**config.mk**
```make
export PLATFORM = sky130hd
export DESIGN_NAME = keypad_scanner
export DESIGN_NICKNAME = d
export VERILOG_FILES = /design/src/rtl/keypad_pkg.sv /design/src/rtl/row_synchronizer.sv /design/src/rtl/keypad_scanner.sv
export SDC_FILE = /design/constraint.sdc
export NUM_CORES = 1
export LEC_CHECK = 0
export CORE_UTILIZATION = 56
export CTS_BUF_LIST = sky130_fd_sc_hd__clkbuf_8
export DETAILED_ROUTE_END_ITERATION = 16
export GPL_TIMING_DRIVEN = 0
export PLACE_DENSITY = 0.86
export SLEW_MARGIN = 20
export SYNTH_ARGS = -nofsm -noshare
export SYNTH_HDL_FRONTEND = slang
export SYNTH_SLANG_ARGS = --single-unit
export TNS_END_PERCENT = 10
```
**constraint.sdc**
```tcl
create_clock -name i_CLOCK_POS -period 3.98 [get_ports i_CLOCK_POS]
set_clock_uncertainty 0.15 [all_clocks]
set_input_delay 0.597 -clock i_CLOCK_POS [delete_from_list [all_inputs] [get_ports i_CLOCK_POS]]
set_output_delay 0.597 -clock i_CLOCK_POS [all_outputs]
set_load 0.03 [all_outputs]
```
**src/rtl/keypad_pkg.sv**
```systemverilog
// Shared types and constants for the 4x4 keypad scanner.
package keypad_pkg;

  localparam int unsigned KEY_ROWS       = 4;
  localparam int unsigned KEY_COLS       = 4;
  localparam int unsigned KEY_CODE_WIDTH = 4;
  localparam int unsigned ROW_IDX_W      = $clog2(KEY_ROWS);
  localparam int unsigned COL_IDX_W      = $clog2(KEY_COLS);

  typedef enum logic [1:0] {
    SCAN,
    DEBOUNCE,
    PRESENT,
    RELEASE
  } keypad_state_e;

  typedef struct packed {
    logic [ROW_IDX_W-1:0] row;
    logic [COL_IDX_W-1:0] col;
  } key_code_t;

  // Index of the lowest active-low row; caller guarantees at least one is low.
  function automatic logic [ROW_IDX_W-1:0] lowest_low_row(input logic [KEY_ROWS-1:0] rows);
    lowest_low_row = '0;
    for (int i = KEY_ROWS - 1; i >= 0; i--) begin
      if (!rows[i]) lowest_low_row = ROW_IDX_W'(i);
    end
  endfunction

endpackage

```
**src/rtl/row_synchronizer.sv**
```systemverilog
// Parameterized 2-flop synchronizer for asynchronous active-low inputs; resets to all ones.
module row_synchronizer #(
  parameter int unsigned WIDTH = 4
) (
  input  logic             clk_i,
  input  logic             rst_i,
  input  logic [WIDTH-1:0] async_i,
  output logic [WIDTH-1:0] sync_o
);

  logic [WIDTH-1:0] meta_q;
  logic [WIDTH-1:0] sync_q;

  always_ff @(posedge clk_i) begin
    if (rst_i) begin
      meta_q <= '1;
      sync_q <= '1;
    end else begin
      meta_q <= async_i;
      sync_q <= meta_q;
    end
  end

  assign sync_o = sync_q;

endmodule

```
**src/rtl/keypad_scanner.sv**
```systemverilog
// Column-scanning 4x4 keypad reader: debounces press and release and hands
// one key code per press downstream over valid/ready.
module keypad_scanner
  import keypad_pkg::*;
#(
  parameter int unsigned SETTLE_CYCLES   = 64,
  parameter int unsigned DEBOUNCE_CYCLES = 500000
) (
  input  logic                      i_CLOCK_POS,
  input  logic                      i_RESET_POS,
  input  logic [KEY_ROWS-1:0]       i_VECTOR_ROW,
  output logic [KEY_COLS-1:0]       o_VECTOR_COLUMN,
  output logic [KEY_CODE_WIDTH-1:0] o_VECTOR_KEY,
  output logic                      o_BIT_VALID,
  input  logic                      i_BIT_READY,
  output logic                      o_BIT_PRESSED
);

  localparam int unsigned SETTLE_W = $clog2(SETTLE_CYCLES + 1);
  localparam int unsigned DEB_W    = $clog2(DEBOUNCE_CYCLES + 1);

  logic [KEY_ROWS-1:0]  rows_sync;

  keypad_state_e        state_q,    state_d;
  logic [COL_IDX_W-1:0] idx_q,      idx_d;
  logic [SETTLE_W-1:0]  settle_q,   settle_d;
  logic [DEB_W-1:0]     deb_q,      deb_d;
  logic [KEY_ROWS-1:0]  cap_rows_q, cap_rows_d;
  key_code_t            key_q,      key_d;
  logic                 valid_q,    valid_d;
  logic                 pressed_q,  pressed_d;
  logic [KEY_COLS-1:0]  col_q,      col_d;

  row_synchronizer #(
    .WIDTH (KEY_ROWS)
  ) u_row_sync (
    .clk_i   (i_CLOCK_POS),
    .rst_i   (i_RESET_POS),
    .async_i (i_VECTOR_ROW),
    .sync_o  (rows_sync)
  );

  // Next-state and output logic.
  always_comb begin
    state_d    = state_q;
    idx_d      = idx_q;
    settle_d   = settle_q;
    deb_d      = deb_q;
    cap_rows_d = cap_rows_q;
    key_d      = key_q;
    valid_d    = valid_q;
    pressed_d  = pressed_q;

    case (state_q)
      SCAN: begin
        if (settle_q == SETTLE_W'(SETTLE_CYCLES - 1)) begin
          settle_d = '0;
          if (rows_sync != '1) begin
            cap_rows_d = rows_sync;
            key_d.row  = lowest_low_row(rows_sync);
            key_d.col  = idx_q;
            deb_d      = '0;
            state_d    = DEBOUNCE;
          end else begin
            idx_d = idx_q + COL_IDX_W'(1);
          end
        end else begin
          settle_d = settle_q + SETTLE_W'(1);
        end
      end

      DEBOUNCE: begin
        if (rows_sync != cap_rows_q) begin
          deb_d    = '0;
          settle_d = '0;
          state_d  = SCAN;
        end else if (deb_q == DEB_W'(DEBOUNCE_CYCLES - 1)) begin
          deb_d     = '0;
          valid_d   = 1'b1;
          pressed_d = 1'b1;
          state_d   = PRESENT;
        end else begin
          deb_d = deb_q + DEB_W'(1);
        end
      end

      PRESENT: begin
        // A release here is ignored; RELEASE waits for the rows to go quiet.
        if (i_BIT_READY) begin
          valid_d = 1'b0;
          deb_d   = '0;
          state_d = RELEASE;
        end
      end

      RELEASE: begin
        if (rows_sync != '1) begin
          deb_d = '0;
        end else if (deb_q == DEB_W'(DEBOUNCE_CYCLES - 1)) begin
          deb_d     = '0;
          settle_d  = '0;
          pressed_d = 1'b0;
          idx_d     = idx_q + COL_IDX_W'(1);
          state_d   = SCAN;
        end else begin
          deb_d = deb_q + DEB_W'(1);
        end
      end

      default: state_d = SCAN;
    endcase

    col_d = ~(KEY_COLS'(1) << idx_d);
  end

  // State and output registers.
  always_ff @(posedge i_CLOCK_POS) begin
    if (i_RESET_POS) begin
      state_q    <= SCAN;
      idx_q      <= '0;
      settle_q   <= '0;
      deb_q      <= '0;
      cap_rows_q <= '1;
      key_q      <= '0;
      valid_q    <= 1'b0;
      pressed_q  <= 1'b0;
      col_q      <= ~KEY_COLS'(1);
    end else begin
      state_q    <= state_d;
      idx_q      <= idx_d;
      settle_q   <= settle_d;
      deb_q      <= deb_d;
      cap_rows_q <= cap_rows_d;
      key_q      <= key_d;
      valid_q    <= valid_d;
      pressed_q  <= pressed_d;
      col_q      <= col_d;
    end
  end

  assign o_VECTOR_COLUMN = col_q;
  assign o_VECTOR_KEY    = key_q;
  assign o_BIT_VALID     = valid_q;
  assign o_BIT_PRESSED   = pressed_q;

endmodule

```
==> impl_summary.md, run 1 <==
Run status
The run finished with clean final reports.

Synth
The cell area that synthesis handed to floorplanning was 0.00257 mm2. Counting flops with an async set or reset pin after synthesis yields a share of 0. Among all flip-flop cells after synthesis, the most frequent one is dfxtp_1. The cell taking the most area after synthesis is dfxtp_1. The number of synthesized register bits is 52. Ranked by total cell area, the synthesized netlist is headed by dfxtp_1 (40%), xor2_1 (6.5%), nor3_1 (3.9%).

The number of flops mapped to enable cells by yosys is 0. The yosys synthesis warning count is 0. Counting distinct cell types in the post-synthesis netlist gives 58. The post-synth net total is 306.

A synthesized cell averages 8.79 um2. Synthesis produced a netlist whose cell count is a little under 300. The share of the Yosys chip area taken by registers is 0.404. The share of synthesized area in the top cell type comes to 0.404.

Timing
The hold violation total from the final report is 0. The maximum frequency from static timing analysis is around 0.4 GHz. The transition time of the tightest slew-check pin is about 590 ps. The worst pin sits at a relative slew slack of 0.606. Setup repair after global routing left no endpoint under its margin. The final critical delay including setup and external delays is ~2500 ps.

In the finished design, the share of the clock period the worst path needs comes to 0.623. Setup violations remaining at the end of the flow were counted as 0. The final sum of negative setup slack is 0 ps. The number of slew-limit violations in the final report is 0.

Placement
The cell total after placement is ~360. The final estimated routing congestion in global placement is 0.869. Detailed placement finished with a half-perimeter wire length of 3980 um. The count of port buffers added during placement is 16.

Die
The placement row count is 24. Measured along the y axis, the die boundary spans between 60 and 70 um. Pin placement for this block handled 17 I/O pins. The overall die width is 69.8 um. The die covers between 0.004 and 0.005 mm2. For this configuration, the core starts out at a cell density of 0.587.

The placeable core region is about 0.0044 mm2.

Critical path
The arrival time at the worst endpoint is about 2600 ps. On the worst path, the slowest cell contributes a delay of roughly 510 ps. The critical path starts at settle_q[0]. The kind of cell adding the most delay to the critical path is simple AND/OR/NAND/NOR gates. The start of the worst register-to-register path is settle_q[0]. The critical path crosses 6 cells after its start point. Traced cell by cell, the critical path runs through ha_1 -> and4b_1 -> nand3_1 -> o22a_1 -> or4b_1 -> a21o_1. The setup slack on the worst flop-to-flop path is roughly 1500 ps. The critical path contains buffers and inverters numbering 0 combined.

The kind of critical path is reg -> reg. The maximum fanout count along the critical path is 7. In this run the worst setup path terminates at o_VECTOR_COLUMN[2]. The slowest stage of the critical path is the or4b_1 cell. The depth of the worst register-to-register path is 6.

At the worst endpoint, the required time is roughly 4100 ps. The type of origin of the critical path is a flip-flop. The endpoint identified for the worst register-to-register timing path is o_VECTOR_COLUMN[2].

The worst setup path is captured at a flip-flop.

GRT
The initial antenna violation count was 0. The first global-routing pass estimated between 9000 and 10000 um of wire. The sum of overflow across all layers after global routing is 0. Entering global routing, the biggest net connects 18 pins. The via count of the first global-routing pass came to between 2000 and 2500. The global-route total usage across every layer is 0.242.

Run
The max-cap check violation count is 0.

Layout
0 antenna diodes ended up in the layout. Of the cells placed in the final design, the portion with a size suffix greater than 1 is 0.0946. Once layout is complete, the cells apart from fillers number around 370. From synthesis to final layout, the design area changed by 12.3%.

After the last flow step, the layout net total stands at 329. For this run, the share of the core covered by cells in the final layout is 0.660.

Clock tree
The H-tree depth reported by CTS is 2. The number of hold buffers added after CTS was 0. The maximum root-to-sink buffer count is 2. TritonCTS built the clock tree. The root buffer cell is clkbuf_8. Post-CTS timing repair inserted 0 buffers for setup.

Once the clock tree was built, the resizer swapped 0 gates to a different size. Buffers inserted during clock tree synthesis total 5. Clock-pin slew was measured on the worst setup and hold paths at about 100 ps.

The insertion delay to the later sink of the worst-skew pair is roughly 310 ps. The sink count of the clock tree is 52.

Drt
After detailed routing, the average wire length per cell comes to between 15 and 20 um. The final wirelength is ~5600 um. The number of remaining DRC errors is 0. The total number of vias is 2268. The number of nets still failing antenna checks after routing is 0. The first detailed-routing pass took 5 iterations. The detailed-route vias per instance is around 6. The detailed router finished its first iteration with ~190 violations.

Pwr
The maximum vdd ir drop is between 0.2 and 0.25 mV. The static leakage is 1.04 nW. The ratio of total power to cell area is 342 mW/mm2.

Worst hold path
The type of the most critical hold path is reg -> reg.
[synth_stat cells (2+ instances only)]
master,instances
nor2_1,15
nand2b_1,2
a211oi_1,4
ha_1,6
nor3_1,20
or3_1,5
a311oi_1,3
o211ai_1,2
nor4_1,2
a211o_1,3
a21oi_1,10
buf_4,2
a31oi_1,3
nor4b_1,2
o22ai_1,2
clkbuf_1,8
nand3_1,18
dfxtp_1,52
or2_2,8
nand4b_1,2
a21o_1,3
mux2i_1,3
and2_1,5
buf_2,2
o21ai_0,15
nand2_1,19
nor2b_1,4
xor2_1,19
inv_1,8
nand4_1,11
and3_1,8
[metal layers]
layer,global-route usage,routed length [um]
met5,0,0
met4,0.104,109
met3,0.0465,296
met2,0.391,2610
met1,0.315,2590
[cell families after synthesis]
| logic type | Yosys count | synth area share |
|---|---|---|
| buffers and inverters | 22 | 0.0389 |
| AOI/OAI and AO/OA | 60 | 0.166 |
| xor gates and xnor gates | 19 | 0.0646 |
| adders and majority gates | 6 | 0.0292 |
| DFF | 52 | 0.404 |
| and+or+nand+nor | 129 | 0.276 |
| muxes | 5 | 0.0214 |
[cell type report]
cell class | instances | area (um2)
plain buffers | 13 | 66.3
repair buffers | 16 | 160
clock buffers | 5 | 68.8
inverters | 9 | 33.8
clock inverters | 3 | 22.5
well taps | 52 | 65.1
flip-flops and latches | 52 | 1040
multi-input cells | 219 | 1430
fillers | 348 | 1490
[where the power goes]
| group | leakage [nW] | internal [mW] | switching [mW] |
|---|---|---|---|
| sequential | 0.422 | 0.534 | 0.0127 |
| clock | 0.0485 | 0.126 | 0.184 |
| combinational | 0.571 | 0.0510 | 0.0802 |
| total | 1.04 | 0.711 | 0.276 |
[placed cells by master, fill, tap and decap left out, types with 2 or more instances in the layout]
| cell type | instances |
|---|---|
| xor2_1 | 19 |
| nor4_1 | 2 |
| o22ai_1 | 2 |
| o211ai_1 | 2 |
| a21o_1 | 3 |
| or3_1 | 5 |
| and2_1 | 5 |
| nor2_1 | 15 |
| nor2b_1 | 4 |
| a211o_1 | 3 |
| buf_2 | 2 |
| nor3_1 | 20 |
| nand3_1 | 18 |
| dfxtp_1 | 52 |
| nand2_1 | 19 |
| nand2b_1 | 2 |
| ha_1 | 6 |
| nor4b_1 | 2 |
| inv_1 | 8 |
| a21oi_1 | 10 |
| mux2i_1 | 3 |
| clkdlybuf4s50_1 | 16 |
| a211oi_1 | 4 |
| buf_4 | 2 |
| clkbuf_1 | 8 |
| nand4_1 | 11 |
| or2_2 | 8 |
| o21ai_0 | 15 |
| nand4b_1 | 2 |
| clkbuf_8 | 5 |
| a311oi_1 | 3 |
| and3_1 | 8 |
| a31oi_1 | 3 |
[state kept, by name (all words and copies together), names as in the netlist, named ones only]
| name | cells |
|---|---|
| state_q | 1 |
| settle_q | 7 |
| o_BIT_PRESSED | 1 |
| u_row_sync.sync_o | 4 |
| o_VECTOR_COLUMN | 4 |
| o_VECTOR_KEY | 4 |
| o_BIT_VALID | 1 |
| u_row_sync.meta_q | 4 |
| idx_q | 2 |
| cap_rows_q | 4 |
| deb_q | 19 |
[worst min-delay path by stage]
| stage | start | endpoint | slack (ps) | cells past startpoint |
|---|---|---|---|---|
| 6_report | u_row_sync.meta_q[1] | u_row_sync.sync_o[1] | 270 | 1 |
| 5_1_grt | u_row_sync.meta_q[1] | u_row_sync.sync_o[1] | 300 | 1 |
| 4_1_cts | u_row_sync.meta_q[1] | u_row_sync.sync_o[1] | 270 | 1 |
| 3_5_place_dp | u_row_sync.meta_q[1] | u_row_sync.sync_o[1] | 240 | 1 |
| 3_3_place_gp | u_row_sync.meta_q[0] | u_row_sync.sync_o[0] | 240 | 1 |
| 2_1_floorplan | u_row_sync.meta_q[0] | u_row_sync.sync_o[0] | 240 | 1 |
[stage by stage]
stage          setup slack, ps  power (mW)  hold slack [ps]  cell area [um2]
2_1_floorplan             1840       0.653              239             2570
6_report                  1500       0.988              268             2890
3_3_place_gp              1250       0.685              243             2800
4_1_cts                   1520       0.991              266             2890
3_5_place_dp              1220       0.687              244             2800
5_1_grt                   1270        1.03              296             2890
Power figures use the tool's default switching activity.
==> run 2, diff against run 1 <==
==> constraint.sdc (replaced) <==
create_clock -name i_CLOCK_POS -period 2.45 [get_ports i_CLOCK_POS]
set_clock_uncertainty 0.15 [all_clocks]
set_input_delay 0.3675 -clock i_CLOCK_POS [delete_from_list [all_inputs] [get_ports i_CLOCK_POS]]
set_output_delay 0.3675 -clock i_CLOCK_POS [all_outputs]
set_load 0.03 [all_outputs]
==> impl_summary.md, run 2 (same netlist as run 1, synthesis figures left out) <==
GRT
The initial antenna violation count is 0 (unchanged). The maximum number of pins on one net before global-route repair is 18 (unchanged). The sum of overflow across all layers after global routing came to 0 (unchanged). The wire length of the first global-routing pass is 9520 um (+0.15%).

The global-route total usage across every layer is 0.243 (+0.000308). The via count of the first global-routing pass is 2101 (-0.095%).

Die
The overall die width is 69.8 um (unchanged). The effective utilization at floorplan is 0.587 (unchanged). The placeable core region came to 0.00438 mm2 (unchanged). The die outline area is 0.00487 mm2 (unchanged). The placement row count was 24 (unchanged). The height of the chip came to 69.8 um (unchanged). The number of top-level design ports is 17 (unchanged).

Timing
The final critical-path setup slack was 91.3 ps (-1410 ps). The final critical delay including setup and external delays was 2360 ps (-121 ps). The final cycle utilization of the critical path is 0.963 (+0.340). The hold violation total from the final report is 0 (unchanged). The maximum frequency from static timing analysis is 0.424 GHz (+5.1%).

The number of slew-limit violations in the final report is 0 (unchanged). The total setup violations reported at the end of the flow came to 0 (unchanged). The tightest slew margin relative to the limit came to 0.625 (+0.0187). The final sum of negative setup slack is 0 ps (unchanged). The transition time of the tightest slew-check pin is 561 ps (-24.7 ps).

Layout
The top cell types in the final layout, fill and taps aside, are dfxtp_1 (52), nor3_1 (20), nand2_1 (19), xor2_1 (19), nand3_1 (17). deb_q holds more flip-flops than any other register. The ratio of cells with drive above 1 in the final layout is 0.126 (+0.0311). The final net count is 330 (+0.30%).

From synthesis to final layout, the design area changed by 14.9%. In the final layout, the registers with the most flip-flops are deb_q: 19 flops, settle_q: 7 flops. The number of antenna diodes is 0 (unchanged). The number of flip-flops under the largest register name is 19 (unchanged).

The most common cell after layout, fill and taps aside is dfxtp_1.

Critical path
The required time at the endpoint of the critical path came to 2540 ps (-1510 ps). Traced cell by cell, the critical path runs through ha_4 -> nand4b_1 -> o31ai_4 -> buf_4 -> nand4b_2 -> or3_1 -> a211oi_2. The kind of critical path is reg -> reg. The largest individual stage delay along the critical path comes from the cell dfxtp_1. The setup slack on the worst flop-to-flop path was 90 ps (-1410 ps). The start of the worst register-to-register path is settle_q[0]. The worst register-to-register path ends at deb_q[18]. The type of destination of the critical path is a flip-flop. The maximum fanout count along the critical path is 5 (-2). STA classifies the critical path startpoint as a flip-flop.

The delay contributed by the slowest stage of the critical path is 420 ps (-90 ps). The depth of the worst register-to-register path is 7 (+1). The arrival time at the worst endpoint came to 2450 ps (-100 ps).

Pwr
The total power of the final layout is 1.63 mW (+65%). The static leakage was 1.06 nW (+1.5%). The maximum vdd ir drop came to 0.355 mV (+64%). The ratio of total power to cell area came to 551 mW/mm2 (+61%).

Drt
The number of remaining DRC errors was 0 (unchanged). The total number of vias was 2258 (-0.44%). The final wirelength is 5830 um (+4.0%).

The first-pass detailed-route iteration total was 5 (unchanged). The number of DRC markers in iteration 0 is 252 (+33%). The average wire per standard cell is 15.7 um (+3.8%). The detailed-route vias per instance is 6.10 (-0.71%).

The number of nets still failing antenna checks after routing came to 0 (unchanged).

Placement
The total half-perimeter wirelength after legalization and detailed placement is 3980 um (unchanged). The final estimated routing congestion in global placement was 0.869 (unchanged). The post-placement setup slack came to -76.8 ps (-1300 ps). The count of port buffers added during placement came to 16 (unchanged).

Clock tree
The insertion delay to the later sink of the worst-skew pair is 310 ps (about the same). The number of buffers created by CTS was 5 (unchanged). The total of hold buffers inserted after clock tree synthesis is 0 (unchanged).

The clock-pin slew on the worst setup and hold paths is 100 ps (about the same). The maximum root-to-sink buffer count is 2 (unchanged). In this run the clock root is driven by a clkbuf_8. The H-tree depth reported by CTS is 2 (unchanged). TritonCTS built the clock tree. The sink count of the clock tree is 52 (unchanged).

Run
The max-cap check violation count was 0 (unchanged).

Worst hold path
The worst hold path begins at u_row_sync.meta_q[1]. For hold timing, the worst endpoint is u_row_sync.sync_o[1]. The worst hold path belongs to the class reg -> reg. The cell depth of the worst min-delay path is 1 (unchanged).

Run status
The run finished with clean final reports.
-- run 2: critical path: cells and delay by family (launching register included) --
kind	cells	cell delay [ps]
adder cells (fa/ha/maj)	1	190
buffers and inverters	1	200
flip-flops	1	420
AO/OA/AOI/OAI	2	550
AND/OR/NAND/NOR	3	780
-- run 2: layer usage --
metal,vias up,track usage,part of all wire
met5,-,0,0
met4,0,0.104,0.017
met3,10,0.0465,0.054
met2,66,0.391,0.47
met1,1059,0.316,0.46
li1,1123,-,-
-- run 2: what timing repair did --
| action | 4_1_cts | 5_1_grt |
|---|---|---|
| buffers inserted | 0 | 2 |
| resized for setup | 2 | 10 |
| setup endpoints to repair | 1 | 26 |
| pin swaps | 0 | 1 |
| hold endpoints to repair | 0 | 0 |
-- run 2: cell type report --
type / instances / area (um2)
clock buffer: 5 / 68.8
timing repair buffer: 18 / 175
fill: 337 / 1430
inverter: 9 / 33.8
clock inverter: 3 / 22.5
buffer: 12 / 63.8
sequential: 52 / 1040
multi-input combinational: 219 / 1490
tap: 52 / 65.1
-- run 2: per-stage QoR --
stage	instance area, um2	cells	util	hold slack [ps]
after floorplan	2570	293	-	239
after global placement	2800	361	0.639	243
after detailed placement	2800	361	0.639	244
after CTS	2900	369	0.661	266
after global routing	2960	370	0.675	294
final	2960	370	0.675	270
-- run 2: worst max path at each step --
| stage | depth (start not counted) | slack (ps) | start | endpoint |
|---|---|---|---|---|
| global placement | 7 | -50 | i_BIT_READY | deb_q[18] |
| CTS | 7 | 7 | deb_q[0] | o_VECTOR_COLUMN[1] |
| finish | 7 | 90 | settle_q[0] | deb_q[18] |
| global route | 7 | -6 | settle_q[0] | deb_q[18] |
| floorplan | 6 | 310 | settle_q[0] | o_VECTOR_COLUMN[2] |
| detailed placement | 7 | -80 | i_BIT_READY | deb_q[18] |
-- run 2: power breakdown --
part           internal [mW]  switching (mW)
combinational         0.0964           0.138
sequential             0.867          0.0247
clock                  0.205           0.300
total                   1.17           0.462
==> run 3, diff against run 2 <==
--- a/config.mk
+++ b/config.mk
@@ -5,11 +5,10 @@
 export SDC_FILE = /design/constraint.sdc
 export NUM_CORES = 1
 export LEC_CHECK = 0
-export CORE_UTILIZATION = 56
+export CORE_UTILIZATION = 45
 export CTS_BUF_LIST = sky130_fd_sc_hd__clkbuf_8
 export DETAILED_ROUTE_END_ITERATION = 16
 export GPL_TIMING_DRIVEN = 0
-export PLACE_DENSITY = 0.86
 export SLEW_MARGIN = 20
 export SYNTH_ARGS = -nofsm -noshare
 export SYNTH_HDL_FRONTEND = slang
==> impl_summary.md, run 3 (same netlist as run 1, synthesis figures left out) <==
Layout
The ratio of cells with drive above 1 in the final layout is 0.132 (+0.00588). The register with the highest flop count is deb_q. The most common cell after layout, fill and taps aside is dfxtp_1.

The number of non-filler instances in the completed layout is 391 (+5.7%). The number of antenna diodes was 0 (unchanged). In the final layout, the registers with the most flip-flops are deb_q: 19 flops, settle_q: 7 flops. The final net count is 331 (+0.30%).

The top cell types in the final layout, fill and taps aside, are dfxtp_1 (52), nor3_1 (20), nand2_1 (19), xor2_1 (19), nand3_1 (17). The number of flip-flops under the largest register name is 19 (unchanged). The total non-filler cell area in the finished layout came to 0.00299 mm2 (+1.0%). The area overhead of the layout relative to synthesis is 16.0%.

Critical path
The worst setup path is launched from a flip-flop. The timing startpoint of the critical path is settle_q[0]. The required time at the endpoint of the critical path is 2540 ps (about the same). The cell with the biggest individual delay on the critical path is or3_4. The worst setup path is captured at a flip-flop.

The kind of critical path is reg -> reg. The delay contributed by the slowest stage of the critical path came to 400 ps (-20 ps). The worst register-to-register path begins at settle_q[0]. The buffer and inverter count on the worst path is 1 (unchanged). The arrival time at the worst endpoint is 2420 ps (-30 ps). Among cell families on the critical path, the largest total delay comes from simple AND/OR/NAND/NOR gates.

The maximum fanout count along the critical path was 6 (+1). The critical path goes through ha_2 -> nand4b_1 -> o31ai_4 -> buf_6 -> nand4b_4 -> or3_4 -> a211oi_2.

Worst hold path
The type of the most critical hold path is reg -> reg. The critical hold path startpoint is u_row_sync.meta_q[2].

Pwr
The ratio of total power to cell area is 538 mW/mm2 (-2.4%). The static leakage is 1.07 nW (+1.5%). The maximum vdd ir drop is 0.355 mV (about the same).

Clock tree
The sink count of the clock tree is 52 (unchanged). The maximum root-to-sink buffer count is 2 (unchanged). The TritonCTS clock tree is done. The H-tree depth reported by CTS is 2 (unchanged).

The number of buffers created by CTS is 5 (unchanged). The insertion delay to the later sink of the worst-skew pair is 310 ps (about the same). The clock-pin slew on the worst setup and hold paths is 100 ps (about the same). The root buffer cell is clkbuf_8.

GRT
The wire length of the first global-routing pass is 10100 um (+5.6%). The global-route total usage across every layer came to 0.209 (-0.0333). The via count of the first global-routing pass is 2087 (-0.67%).

The maximum number of pins on one net before global-route repair is 17 (-1). The sum of overflow across all layers after global routing is 0 (unchanged). The initial antenna violation count came to 0 (unchanged).

Placement
The post-placement cell area was 0.00283 mm2 (+0.89%). The cell total after placement is 381 (+5.5%). The final estimated routing congestion in global placement is 0.812 (-6.5%). The count of port buffers added during placement is 16 (unchanged). The total half-perimeter wirelength after legalization and detailed placement was 4220 um (+6.1%).

Drt
The final wirelength is 5950 um (+2.1%). The number of DRC markers in iteration 0 was 99 (-61%). The number of remaining DRC errors is 0 (unchanged). The average wire per standard cell is 15.2 um (-3.4%).

The total number of vias is 2204 (-2.4%). The detailed-route vias per instance is 5.64 (-7.6%). The first-pass detailed-route iteration total is 4 (-1). The number of nets still failing antenna checks after routing is 0 (unchanged).

Timing
The final cycle utilization of the critical path is 0.953 (-0.00957). The final critical delay including setup and external delays came to 2340 ps (-23.4 ps). The total setup violations reported at the end of the flow is 0 (unchanged). The hold violation total from the final report is 0 (unchanged).

The number of slew-limit violations in the final report is 0 (unchanged). The tightest slew margin relative to the limit was 0.620 (-0.00535). The maximum frequency from static timing analysis was 0.428 GHz (+1.0%). The transition time of the tightest slew-check pin came to 569 ps (+7.99 ps). Setup repair after global routing left no endpoint under its margin. The tightest hold margin is 266 ps (-3.85 ps).

Die
The die outline area is 0.00603 mm2 (+24%). The placeable core region is 0.00551 mm2 (+26%). The placement row count is 27 (+13%). The height of the chip was 77.6 um (+11%). The number of top-level design ports came to 17 (unchanged).

The effective utilization at floorplan is 0.468 (-0.120). The overall die width is 77.6 um (+11%).

Run status
The flow ran to the end, and the final reports show no timing, DRC or antenna violations.

Run
The max-cap check violation count is 0 (unchanged).
==> run 3: per-stage QoR <==
stage               utilization  setup TNS (ps)  worst slack [ps]  power (mW)
CTS                       0.531               0              5.68        1.60
finish                    0.543               0               115        1.61
floorplan                     -               0               312        1.06
global route              0.543               0              3.49        1.68
detailed placement        0.513            -736              -140        1.12
global placement          0.513            -376             -79.0        1.12
==> run 3: worst paths after layout <==
kind                           to  slack [ps]  cells past startpoint
max reg2reg             deb_q[18]         110                      7
max                     deb_q[18]         110                      7
min reg2reg  u_row_sync.sync_o[2]         270                      1
min          u_row_sync.sync_o[2]         270                      1
==> run 3: area by class of cell <==
cell class	count	area [um2]
buffer	13	67.6
clock buffer	5	68.8
clock inverter	3	18.8
fill	511	2520
inverter	9	33.8
multi-input combinational	219	1490
sequential	52	1040
tap	72	90.1
timing repair buffer	18	179
==> run 3: what timing repair did <==
item	CTS	global route
gates resized for setup	3	10
setup buffers	0	2
hold buffers	0	0
endpoints found under the setup margin	17	20
pin swaps	0	1
gates cloned	0	0
==> run 3: layer usage <==
layer / vias up / track usage / routed length [um]
li1: 1126 / - / -
met1: 1045 / 0.291 / 3090
met2: 26 / 0.335 / 2640
met3: 7 / 0.0353 / 165
met4: 0 / 0.0509 / 56
met5: - / 0 / 0
==> run 3: power by group <==
group          switching, mW  leakage, nW  total (mW)  internal [mW]
Combinational          0.139        0.604       0.231         0.0919
Clock                  0.289       0.0479       0.489          0.200
Sequential            0.0212        0.422       0.889          0.867
Total                  0.449         1.07        1.61           1.16
==> run 3: worst reg2reg max path, stage by stage (launching register included) <==
cell      delay (ps)
dfxtp_1          390
ha_2             230
nand4b_1         210
o31ai_4          360
buf_6            170
nand4b_4         140
or3_4            400
a211oi_2         210
